## config.mk

```make
export PLATFORM = sky130hd
export DESIGN_NAME = booth_seq_mul
export DESIGN_NICKNAME = d
export VERILOG_FILES = /design/src/rtl/booth_seq_mul.sv
export SDC_FILE = /design/constraint.sdc
export NUM_CORES = 1
export LEC_CHECK = 0
export CAP_MARGIN = 10
export CORE_AREA = 3 3 98 147
export CTS_BUF_LIST = sky130_fd_sc_hd__clkbuf_2 sky130_fd_sc_hd__clkbuf_4 sky130_fd_sc_hd__clkbuf_8
export DETAILED_ROUTE_END_ITERATION = 8
export DIE_AREA = 0 0 101 150
export MAX_ROUTING_LAYER = met4
export PLACE_DENSITY = 0.71
export SKIP_CTS_REPAIR_TIMING = 1
export SLEW_MARGIN = 20
export SYNTH_ARGS = -nofsm -noshare
export SYNTH_HDL_FRONTEND = slang
export SYNTH_SLANG_ARGS = --single-unit
```

## constraint.sdc

```tcl
create_clock -name clk_i -period 7.99 [get_ports clk_i]
set_input_delay 1.598 -clock clk_i [delete_from_list [all_inputs] [get_ports clk_i]]
set_output_delay 1.598 -clock clk_i [all_outputs]
set_load 0.005 [all_outputs]
```

## src/rtl/booth_seq_mul.sv

```systemverilog
// Iterative radix-4 Booth multiplier for unsigned operands.
// Scans two multiplier bits per cycle and accumulates one partial product per step.
module booth_seq_mul #(
    parameter  int WIDTH_A = 16,
    parameter  int WIDTH_B = 16,
    localparam int COUNT   = (WIDTH_B + 2) / 2,
    localparam int WIDTH_O = WIDTH_A + WIDTH_B
) (
    input  logic               clk_i,
    input  logic               rst_i,
    input  logic               clear_i,
    input  logic               in_valid_i,
    output logic               in_ready_o,
    input  logic [WIDTH_A-1:0] operand_a_i,
    input  logic [WIDTH_B-1:0] operand_b_i,
    output logic               out_valid_o,
    input  logic               out_ready_i,
    output logic [WIDTH_O-1:0] result_o,
    output logic               busy_o
);

    localparam int KW = $clog2(COUNT);
    localparam int PW = WIDTH_O + 2;

    typedef enum logic [1:0] {
        IDLE,
        RUN,
        DONE
    } state_t;

    state_t               state;
    logic [WIDTH_A-1:0]   a_q;
    logic [WIDTH_B+2:0]   m_q;
    logic [WIDTH_O-1:0]   acc_q;
    logic [KW-1:0]        k_q;

    logic [KW:0]          shamt;
    logic [2:0]           code;
    logic [PW-1:0]        a_ext;
    logic [PW-1:0]        pp;
    logic [WIDTH_O-1:0]   addend;

    // Partial product is formed at WIDTH_O+2 bits so negative terms wrap correctly before truncation.
    always_comb begin
        shamt  = {k_q, 1'b0};
        code   = 3'(m_q >> shamt);
        a_ext  = PW'(a_q);
        pp     = '0;
        case (code)
            3'b001, 3'b010: pp = a_ext;
            3'b011:         pp = a_ext << 1;
            3'b100:         pp = -(a_ext << 1);
            3'b101, 3'b110: pp = -a_ext;
            default:        pp = '0;
        endcase
        addend = WIDTH_O'(pp << shamt);
    end

    always_ff @(posedge clk_i or posedge rst_i) begin
        if (rst_i) begin
            state <= IDLE;
            a_q   <= '0;
            m_q   <= '0;
            acc_q <= '0;
            k_q   <= '0;
        end else if (clear_i) begin
            state <= IDLE;
            acc_q <= '0;
            k_q   <= '0;
        end else begin
            case (state)
                IDLE: begin
                    if (in_valid_i) begin
                        a_q   <= operand_a_i;
                        m_q   <= {2'b00, operand_b_i, 1'b0};
                        acc_q <= '0;
                        k_q   <= '0;
                        state <= RUN;
                    end
                end
                RUN: begin
                    acc_q <= acc_q + addend;
                    k_q   <= k_q + KW'(1);
                    if (k_q == KW'(COUNT - 1)) begin
                        state <= DONE;
                    end
                end
                DONE: begin
                    if (out_ready_i) begin
                        state <= IDLE;
                    end
                end
                default: state <= IDLE;
            endcase
        end
    end

    assign in_ready_o  = (state == IDLE);
    assign out_valid_o = (state == DONE);
    assign busy_o      = (state == RUN) || (state == DONE);
    assign result_o    = acc_q;

endmodule

```

# After elaboration in Yosys (flattened, before gate mapping)
# Index checks and enable logic that the tools add are counted.
[word_totals]
reg_bits = 70
elab_cells = 44
out_inout_bits = 35
[op_classes]
shift = 2
n_bitwise = 1
addsub = 4
n_eq_ne = 12
muxes = 12
reduce_logical = 8
[op_table]
columns = ["operator", "n"]
rows = [
  ["34-bit case mux with 4 select lines", 1],
  ["32-bit 2-to-1 mux", 2],
  ["32-bit case mux with 2 select lines", 1],
  ["16-bit negator with 34-bit output", 1],
  ["17-bit negator with 34-bit output", 1],
  ["34-bit by 5-bit left shift with 32-bit output", 1],
  ["32-bit adder", 1],
  ["17-bit by 5-bit >> shifter with 3-bit output", 1],
  ["3-bit == test, second input constant", 3],
  ["2-bit 2-to-1 mux", 4],
  ["4-bit 2-to-1 mux", 2],
  ["4-bit case mux with 2 select lines", 1],
  ["3-bit by 2-bit == test with 1-bit output, second input constant", 2],
  ["3-bit inequality test, second input constant", 2],
  ["2-bit case mux with 3 select lines", 1],
  ["3-bit AND reduction", 2],
  ["4-bit by 1-bit adder with 4-bit output, second input constant", 1],
  ["4-bit == test, second input constant", 1],
  ["2-bit OR reduction", 2],
  ["3-bit by 1-bit == test with 1-bit output, second input constant", 1],
  ["3-bit by 2-bit inequality test with 1-bit output, second input constant", 1],
  ["3-bit nonzero test", 1],
  ["2-bit by 1-bit == test with 1-bit output, second input constant", 1],
  ["2-bit == test, second input constant", 1],
  ["other kinds (4)", 4],
]

# Depth between registers and ports, before layout
[logic_depth]
depth_word = 8
mapped_depth = 28

# Worst setup path before layout
# Ideal clock, no wire load.
[synth_timing]
path_kind = "register to register"
start = "reg k_q[1]"
end = "reg acc_q[31] (netlist: result_o[31])"
stages_incl_launch_ff = 27
setup_slack_ns = 2.448
setup_time_ns = 0.090
period_less_slack_ns = 5.542
arrival_ns = 5.452
cell_sequence = "dfrtp_1 -> buf_6 -> nor2b_4 -> a22o_1 -> or3_4 -> buf_6 -> buf_2 -> nor2_1 -> xnor2_1 -> o32ai_1 -> a221o_1 -> mux2i_1 -> mux2i_1 -> nor2_1 -> a211oi_1 -> ha_1 -> a21o_1 -> a21oi_1 -> nor2b_1 -> or4_1 -> a21oi_1 -> a21boi_1 -> o41ai_1 -> o21ai_2 -> xnor2_1 -> or4_1 -> o2111ai_1"
[synth_via]
elab_chain_len = 8
elab_cells_between_ends = 14
[synth_rtl]
columns = ["item", "line_no", "text"]
rows = [
  ["start: declaration", "35", "logic [KW-1:0] k_q;"],
  ["start signal: assignment", "83", "k_q <= k_q + KW'(1);"],
  ["17-bit by 5-bit >> shifter with 3-bit output", "46", "code = 3'(m_q >> shamt);"],
  ["3-bit == test (tied with other cells)", "49", "case (code)"],
  ["2-bit OR reduction", "49", ""],
  ["34-bit case mux with 4 select lines", "49", ""],
  ["34-bit by 5-bit left shift with 32-bit output (*)", "56", "addend = WIDTH_O'(pp << shamt);"],
  ["32-bit adder (*)", "82", "acc_q <= acc_q + addend;"],
  ["32-bit case mux with 2 select lines (*)", "71", "case (state)"],
  ["32-bit 2-to-1 mux (*)", "66", "end else if (clear_i) begin"],
  ["end signal: assignment", "82", ""],
  ["end: declaration", "34", "logic [WIDTH_O-1:0] acc_q;"],
]
# Mark *: on every way between the ends. The rest lies on a longest branch, timed or not.
# A chain may end at the register's enable or synchronous reset.

# Worst setup path in the final report
[layout_timing]
start = "reg k_q[0]"
end = "reg acc_q[31] (netlist: result_o[31])"
# The elaborated chain is that of the path after synthesis.

==> key figures <==
Run status
  • Status: completed

Critical path
  • Reg-to-Reg End: result_o[31]
  • CP Launch Type: flop
  • CP Class: reg2reg
  • Crit-path slowest cell: o31a_1
  • Critical path's largest stage delay: 0.85 ns
  • Cell mode on critical path: a21oi_1
  • CP cell instances: buf_4 -> nor2b_4 -> a221oi_2 -> o31a_1 -> xnor2_2 -> a221o_1 -> nand3_1 -> o21a_1 -> nor2_1 -> a21oi_1 -> and2_1 -> a211oi_1 -> ha_1 -> a21o_1 -> a21oi_1 -> nor2b_1 -> or4_1 -> a21oi_1 -> a21boi_1 -> o41ai_1 -> o21ai_2 -> xnor2_1 -> or4_1 -> o2111ai_1
  • Delay-heaviest family, CP: compound AO/OA/AOI/OAI gates
  • Critical path depth in cells: 24
  • CP Data Arrival Time: 7.25 ns
  • Req. time, crit path: 8.26 ns
  • R2r worst-path depth: 24
  • CP startpoint: k_q[0]
  • Crit path capture type: flop
  • R2R Setup Slk: 1.02 ns
  • Worst-path fanout max: 26
  • Crit Reg-Reg Startpoint: k_q[0]
  • Sum of buffers and inverters on the critical path: 1
  • CP Capture Point: result_o[31]

Floorplan
  • # IOs: 72
  • Rows: 52
  • Initial core utilization: 0.489
  • Die Area: 15200 um2
  • Core Box Area: 13400 um2
  • Die height: 150 um
  • Die Wd: 101 um

Logic synthesis
  • Yosys Warn Count: 0
  • Synth Flop Type: dfrtp_1
  • Syn Std Cell Area: 6560 um2
  • Seq/Total Area, Yosys: 0.267
  • Fraction of registers with async set/reset: 1.00
  • Syn nets: 859
  • Library cells used by synthesis: 81
  • Seq cells post-synth: 70
  • Synth area leaders: dfrtp_1 (27%), ha_1 (7.6%), mux2_2 (7.0%), nand2_1 (4.7%), o21ai_0 (4.6%)
  • Top cell type by total area after synthesis: dfrtp_1
  • Mean Syn Cell Area: 8.40 um2
  • Post-synth top area share: 0.267
  • Post-synth EDFFs: 0
  • Post-Syn Instances: 781

Timing
  • Minimum clock period after layout: 6.97 ns
  • Final Cycle Share: 0.873
  • Worst-Margin Slew: 0.997 ns
  • Final Hold Fails: 0
  • Final Max Slew Viols: 0
  • Slew margin rel.: 0.336
  • Fmax: 143 MHz
  • Skew final: 0.0156 ns
  • Setup violators final: 0
  • Sum Neg Setup Slack: 0 ns
  • Unrepaired setup endpoints after global routing: no

Final layout
  • ANT cells: 0
  • Register area: 1750 um2
  • Layout area overhead: 14.4%
  • Layout cells sized above 1: 0.112
  • Area of the multi-input gates: 4480 um2
  • Fill cell count: 1271
  • Layout Nets: 902

Global route
  • Pin count of the biggest net entering global routing: 71
  • Vias in the first global route: 6196
  • Initial antenna violation count: 0
  • Total grt overflow: 0
  • First-pass GRT wire length: 31400 um
  • All-Layer GR Usage: 0.268

Route
  • Detailed Routing Iterations Pass 1: 7
  • Vias per Instance: 6.29
  • Routed vias: 6229
  • Wire per inst: 19.7 um
  • DRC viols: 0
  • Routed wire length: 19600 um
  • Initial DRC Count: 386
  • Detail Route Antenna Nets: 0

Clock tree
  • CTS tree: yes
  • Clock H-tree levels: 3
  • Clock Tree Root: clkbuf_8
  • Worst skew pair latency: 0.36 ns
  • Num CTS Buffers: 9
  • Clk pin slew, worst setup/hold paths: 0.09 ns
  • Clock Path Buffers: 2
  • Clk sinks: 70

Placed design
  • Dpl hpwl: 14600 um
  • GP Congestion: 0.963
  • Count of buffers from port buffering: 71

Min path
  • Hold Path Class: reg2reg
  • Min-delay src: m_q[15]

Run
  • Max Cap Viol: 0
-- cell usage in the layout (no fill, tap or decap), types with 13 or more instances in the layout --
cell             Yosys  routed
clkdlybuf4s50_1      0      71
nor2_1              55      55
a21o_1              13      13
mux2_2              41      41
xnor2_1             20      20
mux2i_1             20      20
a21oi_1             57      56
nand3_1             20      20
o21ai_0             60      60
nor3_1              22      22
ha_1                40      40
dfrtp_1             70      70
inv_1               21      20
nand2_1             83      83
xor2_1              16      16
-- stage by stage --
stage                     cells  hold slack [ns]  setup WS [ns]  cell area, um2  utilization
after detailed placement    975            0.496           1.12            7300        0.545
after global placement      975            0.485           1.26            7300        0.545
after floorplan             781            0.474           2.45            6560            -
after CTS                   991            0.519           1.10            7500        0.560
after global routing        991            0.536          0.505            7500        0.560
final                       991            0.513           1.02            7500        0.560
-- cell type report --
| type | instances | area share |
|---|---|---|
| inverters | 23 | 0.0115 |
| flip-flops and latches | 70 | 0.233 |
| clock inverters | 7 | 0.0107 |
| clock buffers | 9 | 0.0165 |
| repair buffers | 80 | 0.104 |
| multi-input cells | 640 | 0.597 |
| well taps | 162 | 0.0270 |
-- registers in the layout, summed over array words and instances (netlist names) --
signal    flops
a_q          16
result_o     32
state         2
k_q           4
m_q          16
-- synth_stat cells (6+ instances only) --
library cell	n
buf_1	7
nor2_1	55
mux2_2	41
nor3b_1	6
o21ai_1	6
buf_6	7
or3_1	10
xnor2_1	20
xor2_1	16
nor2b_1	8
mux2i_1	20
a21oi_1	57
nand2b_1	8
nand2_1	83
nor4_1	7
o21ai_0	60
nor3_1	22
o22ai_1	6
inv_1	21
a21o_1	13
o31ai_1	7
clkbuf_1	27
ha_1	40
a22oi_1	6
nand3_1	20
a31oi_1	6
and2_1	9
a221oi_1	8
a211oi_1	10
dfrtp_1	70
nand4_1	6
-- kinds of logic (layout without fill, tap and decap cells) --
kind of cell	count (synthesis)	count (layout)	share of synthesized area
buffers and inverters	71	119	0.0507
multiplexers	64	64	0.108
AND/OR/NAND/NOR	258	258	0.195
XOR/XNOR	37	37	0.0505
adder cells (fa/ha/maj)	41	41	0.0793
AO/OA/AOI/OAI	240	240	0.249
flip-flops	70	70	0.267
-- worst min-delay path by stage --
stage               cells past startpoint       to  slack, ns
floorplan                               1  m_q[15]       0.47
detailed placement                      1   m_q[5]       0.50
global placement                        1  m_q[15]       0.49
CTS                                     1  m_q[15]       0.52
global route                            1  m_q[15]       0.54
finish                                  1  m_q[15]       0.51
-- layer usage --
metal / GRT usage / wire [um] / vias up / share of wire
li1: - / - / 2973 / -
met1: 0.298 / 7630 / 3019 / 0.39
met2: 0.482 / 10500 / 184 / 0.54
met3: 0.0289 / 657 / 53 / 0.034
met4: 0.110 / 749 / 0 / 0.038
met5: - / 0 / - / 0
Power is left out: the tool's default activity adds up to more than one toggle a clock period on the data nets, which glitch-free logic cannot reach.
